--- src/rtl/store_buffer.sv ---
// Posted-store buffer ahead of a single-port data memory: stores queue in an
// in-order FIFO and drain whenever no load is using the port; loads forward from it.
module store_buffer #(
  parameter int WIDTH         = 32,
  parameter int LOG_DEPTH_MEM = 8,
  parameter int SB_DEPTH      = 4
) (
  input  logic                       clk,
  input  logic                       rst,
  input  logic                       pipe_load,
  input  logic                       pipe_store,
  input  logic [LOG_DEPTH_MEM-1:0]   pipe_addr,
  input  logic [WIDTH-1:0]           pipe_wdata,
  output logic [WIDTH-1:0]           pipe_rdata,
  output logic                       pipe_stall,
  input  logic                       sync_req,
  output logic                       sync_done,
  output logic [$clog2(SB_DEPTH):0]  sb_count,
  output logic [LOG_DEPTH_MEM-1:0]   dataAddress,
  output logic [WIDTH-1:0]           writeMemData,
  output logic                       memRead,
  output logic                       memWrite,
  input  logic [WIDTH-1:0]           readMemData
);

  localparam int PTR_W = $clog2(SB_DEPTH);
  localparam int CNT_W = PTR_W + 1;

  logic [LOG_DEPTH_MEM-1:0] addr_q [SB_DEPTH];
  logic [WIDTH-1:0]         data_q [SB_DEPTH];
  logic [SB_DEPTH-1:0]      valid_q, valid_d;
  logic [PTR_W-1:0]         head_q, head_d, tail_q, tail_d;
  logic [CNT_W-1:0]         count_q, count_d;

  logic             full, empty;
  logic             hit;
  logic [WIDTH-1:0] hit_data;
  logic             accept, mem_read, drain;

  assign full  = (count_q == CNT_W'(SB_DEPTH));
  assign empty = (count_q == '0);

  // Scan from head towards tail so the youngest matching entry wins.
  always_comb begin
    logic [PTR_W-1:0] idx;
    hit      = 1'b0;
    hit_data = '0;
    idx      = '0;
    for (int i = 0; i < SB_DEPTH; i++) begin
      idx = head_q + PTR_W'(i);
      if (valid_q[idx] && (addr_q[idx] == pipe_addr)) begin
        hit      = 1'b1;
        hit_data = data_q[idx];
      end
    end
  end

  // Store handshake: the pipeline holds pipe_store/pipe_addr/pipe_wdata while
  // pipe_stall=1; the store transfers on a rising edge with pipe_store=1, pipe_stall=0.
  // A load may share the cycle with a store; its miss is what keeps the port busy.
  assign accept   = pipe_store && !full && !sync_req;
  assign mem_read = pipe_load && !hit;
  assign drain    = !empty && !mem_read;

  always_comb begin
    head_d  = head_q;
    tail_d  = tail_q;
    count_d = count_q;
    valid_d = valid_q;
    if (drain) begin
      head_d          = head_q + PTR_W'(1);
      valid_d[head_q] = 1'b0;
    end
    if (accept) begin
      tail_d          = tail_q + PTR_W'(1);
      valid_d[tail_q] = 1'b1;
    end
    if (accept && !drain) begin
      count_d = count_q + CNT_W'(1);
    end else if (drain && !accept) begin
      count_d = count_q - CNT_W'(1);
    end
  end

  always_ff @(posedge clk or posedge rst) begin
    if (rst) begin
      head_q  <= '0;
      tail_q  <= '0;
      count_q <= '0;
      valid_q <= '0;
    end else begin
      head_q  <= head_d;
      tail_q  <= tail_d;
      count_q <= count_d;
      valid_q <= valid_d;
    end
  end

  // Payload needs no reset: valid_q alone decides whether an entry is live.
  always_ff @(posedge clk) begin
    if (accept) begin
      addr_q[tail_q] <= pipe_addr;
      data_q[tail_q] <= pipe_wdata;
    end
  end

  always_comb begin
    pipe_rdata = '0;
    if (pipe_load) begin
      pipe_rdata = hit ? hit_data : readMemData;
    end
  end

  always_comb begin
    dataAddress  = '0;
    writeMemData = '0;
    if (mem_read) begin
      dataAddress = pipe_addr;
    end else if (drain) begin
      dataAddress  = addr_q[head_q];
      writeMemData = data_q[head_q];
    end
  end

  assign memRead    = mem_read;
  assign memWrite   = drain;
  assign pipe_stall = pipe_store && !accept;
  assign sync_done  = sync_req && empty;
  assign sb_count   = count_q;

endmodule

--- config.mk ---
export PLATFORM = sky130hd
export DESIGN_NAME = store_buffer
export DESIGN_NICKNAME = d
export VERILOG_FILES = /design/src/rtl/store_buffer.sv
export SDC_FILE = /design/constraint.sdc
export NUM_CORES = 1
export LEC_CHECK = 0
export ABC_AREA = 1
export BUFFER_PORTS_ARGS = -buffer_cell sky130_fd_sc_hd__buf_2
export CORE_ASPECT_RATIO = 1.75
export CORE_MARGIN = 1
export CORE_UTILIZATION = 55
export CTS_CLUSTER_SIZE = 8
export DETAILED_ROUTE_END_ITERATION = 7
export GPL_TIMING_DRIVEN = 1
export PLACE_DENSITY = 0.76
export SLEW_MARGIN = 25
export SYNTH_ARGS = -nofsm -noshare
export SYNTH_HDL_FRONTEND = slang
export SYNTH_SLANG_ARGS = --single-unit
--- constraint.sdc ---
create_clock -name clk -period 5.43 [get_ports clk]
set_input_delay 0.8145 -clock clk [delete_from_list [all_inputs] [get_ports clk]]
set_output_delay 0.8145 -clock clk [all_outputs]
set_load 0.01 [all_outputs]
Word level (Yosys, flattened, before mapping)
Memories as Yosys holds them, arrays and structs flattened.
Index checks and enable logic that the tools add are counted.

operators by class
  multiplexer cells = 32
  equality and inequality tests = 5
  reductions and logical operators = 23
  $add $sub $neg = 6
  bitwise operators = 3
  order comparisons = 7

operators by type and width
  cell                   count
  $mux W32               8
  $eq A8 B8 Y1           4
  $mux W8                2
  $lt A2 B3 Y1 const B   5
  $logic_and A1 B1 Y1    14
  $mux W1                12
  $bmux W1 S2            4
  $mux W4                2
  $logic_not A1 Y1       7
  $mux W3                2
  $add A2 B1 Y2 const B  2
  $add A2 B2 Y2 const B  2
  $and A4 B4 Y4          1
  $demux W1 S2           2
  $ge A2 B1 Y1 const B   2
  $not A4 Y4             1
  $or A4 B4 Y4           1
  $add A3 B1 Y3 const B  1
  $eq A3 B3 Y1 const B   1
  $logic_not A3 Y1       1
  $sub A3 B1 Y3 const B  1
  $reduce_bool A2 Y1     1

word-level totals
  word-level logic and storage cells = 82
  memories kept = 2
  register bits after elaboration = 11
  output and inout port bits = 79
  memory bits (writable) = 160

memory list
  memory  depth  bits a word  rd ports  clocked after memory_dff  wr ports  RTL line  source
  data_q  4      32           4         0                         1         30        logic [WIDTH-1:0] data_q [SB_DEPTH];
  addr_q  4      8            4         0                         1         29        logic [LOG_DEPTH_MEM-1:0] addr_q [SB_DEPTH];

Logic depth before layout (Yosys ltp)
  word-level depth = 14
  mapped depth = 25
  mapped depth without buffers = 19

Least setup slack after synthesis
OpenSTA, ideal clock, no wires.

  kind = register -> register
  start = reg head_q[1]
  end = reg count_q[2] (netlist: sb_count[2])
  data arrival time = 3.849 ns
  setup time = 0.131 ns
  period minus slack after synthesis = 3.980 ns
  cell stages (with the launch flop) = 24
  slack = 1.450 ns
  cell sequence = dfrtp_1 > inv_1 > clkbuf_1 > clkbuf_1 > clkbuf_1 > ha_1 > buf_2 > buf_4 > o211ai_1 > nand2_1 > nand2_1 > nand2_1 > nand3b_1 > nor2_1 > nor2_1 > nand3_2 > nand2_4 > buf_2 > ha_1 > inv_1 > fa_1 > a21oi_1 > o21ai_0 > xor2_1

between the ends
  longest elaborated chain between the ends = 14
  elaborated cells between the ends (all ways) = 33

ends and longest elaborated chain
  element                                         RTL line  source
  from (decl)                                     32        logic [PTR_W-1:0] head_q, head_d, tail_q, tail_d;
  from (signal assigned)                          87        head_q <= '0;
  from (signal assigned)                          92        head_q <= head_d;
  $add A2 B1 Y2, or another cell as far along     50        idx = head_q + PTR_W'(i);
  $mem_v2 Z4 W8, or another cell as far along     --
  $eq A8 B8 Y1, or another cell as far along      51        if (valid_q[idx] && (addr_q[idx] == pipe_addr)) begin
  $logic_and A1 B1 Y1 or $mux W1 (tied branches)  51
  $mux W1 (2 in series)                           51
  $mux W1 (*)                                     51
  $logic_not A1 Y1 (*)                            62        assign mem_read = pipe_load && !hit;
  $logic_and A1 B1 Y1 (*)                         62
  $logic_not A1 Y1 (*)                            63        assign drain = !empty && !mem_read;
  $logic_and A1 B1 Y1 (*)                         63
  $logic_not A1 Y1                                78        if (accept && !drain) begin
  $logic_and A1 B1 Y1                             78
  $mux W3 or $reduce_bool A2 Y1 (tied branches)   --
  to (signal assigned)                            94        count_q <= count_d;
  to (decl)                                       33        logic [CNT_W-1:0] count_q, count_d;

Every way passes the cells marked *; elsewhere a longest branch is shown, timed or not. The select of a mux whose other input is x is not followed.
A chain may end at the register's enable or synchronous reset.

Worst setup path after layout
  start = reg head_q[0]
  end = out pipe_rdata[0]

between the ends
  longest elaborated chain between the ends = 9
  elaborated cells between the ends (all ways) = 31

ends and longest elaborated chain
  element                                            RTL line  source
  $add A2 B1 Y2, or another cell as far along        50
  $mem_v2 Z4 W8, or another cell as far along        --
  $eq A8 B8 Y1, or another cell as far along         51
  $logic_and A1 B1 Y1, or another cell as far along  51
  $mux W32 or $mux W1 (tied branches) (3 in series)  51
  $mux W32 (*)                                       110       pipe_rdata = hit ? hit_data : readMemData;
  $mux W32 (*)                                       109       if (pipe_load) begin
  to (decl)                                          14        output logic [WIDTH-1:0] pipe_rdata,

Marks and branches as above.

==> results.yml <==
cells_and_area:
  fin_nets: 1889
  stdcell_count: 2110
  fillerInstances: 1972
  final_cell_mix: "627 x nand2_1, 187 x o21ai_0, 164 x inv_1"
  multi_input_area_sq_um: 5950
  layout_commonest_cell: "nand2_1"
  area_growth_pct: 11.1
  drive_gt1_share_pct: 13.7
  utilization_pct: 62.8
  ff_latch_area_sq_um: 5080
  fin_area_sq_um: 13600
route:
  drc: 0
  drt_iter0_markers: 852
  ant_nets: 0
  routed_via_density: 5.56
  firstDrtPassIters: 7
  routed_wl_mm: 34.2
  vias: 11700
  wire_per_inst_microns: 16.2
yosys:
  synthDistinctLibCells: 35
  yosysSeqAreaShare_pct: 41.6
  yosys_register_bits: 171
  syn_avg_cell_area_sq_um: 7.15
  synthesis.area_sq_um: 12200
  netlist.area_leader.share_pct: 39.4
  yosys-top-cells-area: "edfxtp_1 39%, nand2_1 19%, o21ai_0 7.7%, mux2i_1 5.2%, inv_1 5.2%"
  syn_nets: 1795
  synth_top_cell_by_area: "edfxtp_1"
  syn_inst: 1708
  ys_warn_count: 0
clock_tree:
  clock_tree.buffer_depth: 2
  postCtsSetupRepairBufs: 0
  path_clk_slew_ns: 0.06
  hold_buffers: 0
  root_buffer: "clkbuf_16"
  htree_levels: 4
  clk_latency_ns: 0.44
  clock-sinks: 171
  cts_resized: 0
  tritoncts: "done"
  numCtsBuffers: 17
critical_path:
  critPathMaxFanout: 171
  slowest_delay_ns: 0.63
  arrival_ns: 4.18
  reg2reg_depth: 17
  cpMostUsedCell: "nand2_1"
  crit_chain: "buf_12 -> nand2_1 -> nand3_1 -> nand2_1 -> o21ai_1 -> nor2_1 -> nand2_1 -> inv_1 -> nand2_4 -> nand2_2 -> nor2_8 -> buf_4 -> nor2_1 -> a21oi_1 -> buf_2"
  critical_path_class: "register to output port"
  r2r_start: "head_q[0]"
  reg2reg_to: "sb_count[2]"
  rrSetupSlack_ns: 1.06
  startpoint_type: "register"
  crit_path_top_delay_cell: "buf_12"
  crit_path_end_kind: "output port"
  critPathRequiredTime_ns: 4.62
timing:
  hold_viol_final: 0
  setup_slack_ns: 0.433
  worstMarginPinSlew_ns: 0.872
  layout_worst_path_cycle_share_pct: 92.0
  hold_slack_ns: 0.367
  rsz0062_at_grt: "false"
  max_freq_mhz: 200
  min_period_ns: 5.00
  setup_viol: 0
  fin_skew_ns: 0.00517
  timing.setup.tns_ns: 0
  slew_headroom_pct: 41.9
  finalMaxSlewViolations: 0
worst_hold_path:
  hp-class: "primary input to async pin"
floorplanning:
  fp-row-count: 71
  die_h_microns: 199
  die_area_sq_um: 22800
  ios: 156
  design.core.area_sq_um: 21600
  die_w_microns: 115
  start_util_pct: 56.5
placed_design:
  hpwl_mm: 22.4
  post-place-ws_ns: 0.987
  placed_cell_area_sq_um: 13000
  place.gp.congestion: 0.950
  place_inst: 2075
  io_buffers: 155
grt:
  antenna_found_initial: 5
  grt_pass1_wl_mm: 54.3
  gr-total-overflow: 0
  first_global_vias: 11400
  gr-usage-all-layers_pct: 31.2
  grt_max_degree: 172
power:
  switching_share_pct: 48.9
  pwr-share-comb_pct: 57.9
  clkPwrFrac_pct: 17.1
  p_per_area_nw_per_um2: 504
  power_mw: 6.84
  ir_worst_vdd_mv: 0.681
  cellInternalPower_mw: 3.49
  leakagePower_nw: 6.64
  p_sw_mw: 3.35
  seq_power_share_pct: 25.0
job:
  maxCapViolations: 0
outcome:
  outcome: "complete, no violations"
==> kinds of logic (layout without fill, tap and decap cells) <==
kind of cell,Yosys count,count (layout),synth area share (%)
AOI/OAI and AO/OA,271,271,11.7
xor gates and xnor gates,4,4,0.287
adders and majority gates,10,10,1.09
buffers and inverters,271,378,9.74
DFF,171,171,41.6
muxes,65,65,5.34
other,0,3,0
and+or+nand+nor,916,916,30.2
==> Yosys cell counts, drive strengths merged <==
library cell / instances
buf: 61
inv: 172
ha: 9
nand4: 2
xnor2: 1
o211ai: 4
edfxtp: 160
xor2: 3
nand3: 114
dfrtp: 11
nand3b: 4
a21oi: 60
a211oi: 1
nand2: 634
clkbuf: 38
mux2i: 64
fa: 1
mux2: 1
nor3: 1
nor2: 160
o21ai: 206
and2: 1
==> power groups by stage <==
stage                     clock, mW  combinational [mW]  sequential, mW
after floorplan                   0                2.99            1.72
after global placement            0                3.84            1.73
after detailed placement          0                3.91            1.73
after CTS                      1.18                3.93            1.71
after global routing           1.23                4.47            1.72
final                          1.17                3.96            1.71
==> registers in the layout, indices dropped and copies added (netlist names) <==
register	count
head_q	2
tail_q	2
valid_q	4
addr_q	32
sb_count	3
data_q	128
==> routing by layer <==
metal	global-route usage [%]	routed length (microns)
met5	0	27
met4	20.5	1630
met3	4.55	2170
met2	58.2	18300
met1	31.9	12100
==> final cells by class <==
type                            instances  share of cell area [%]
Inverter                              172                    4.82
Clock inverter                         13                   0.867
Timing Repair Buffer                  174                    6.86
Antenna cell                            3                  0.0554
Multi-Input combinational cell       1266                    43.9
Tap cell                              292                    2.69
Clock buffer                           19                    3.34
Sequential cell                       171                    37.5
==> worst max-delay path: cells and delay by family, from the launching register on <==
kind,cells,cell delay (ns)
and+or+nand+nor,9,1.70
buffers and inverters,4,1.15
DFF,1,0.46
AOI/OAI and AO/OA,2,0.29
==> worst max path at each step <==
stage	startpoint	endpoint	slack [ns]	cells after the start
floorplan	head_q[1]	sb_count[2]	1.45	23
global placement	head_q[0]	pipe_rdata[29]	1.02	15
detailed placement	head_q[0]	pipe_rdata[0]	0.99	15
CTS	head_q[0]	pipe_rdata[27]	0.50	15
global route	head_q[0]	pipe_rdata[13]	0.12	15
finish	head_q[0]	pipe_rdata[0]	0.43	15
Power figures use the tool's default switching activity.
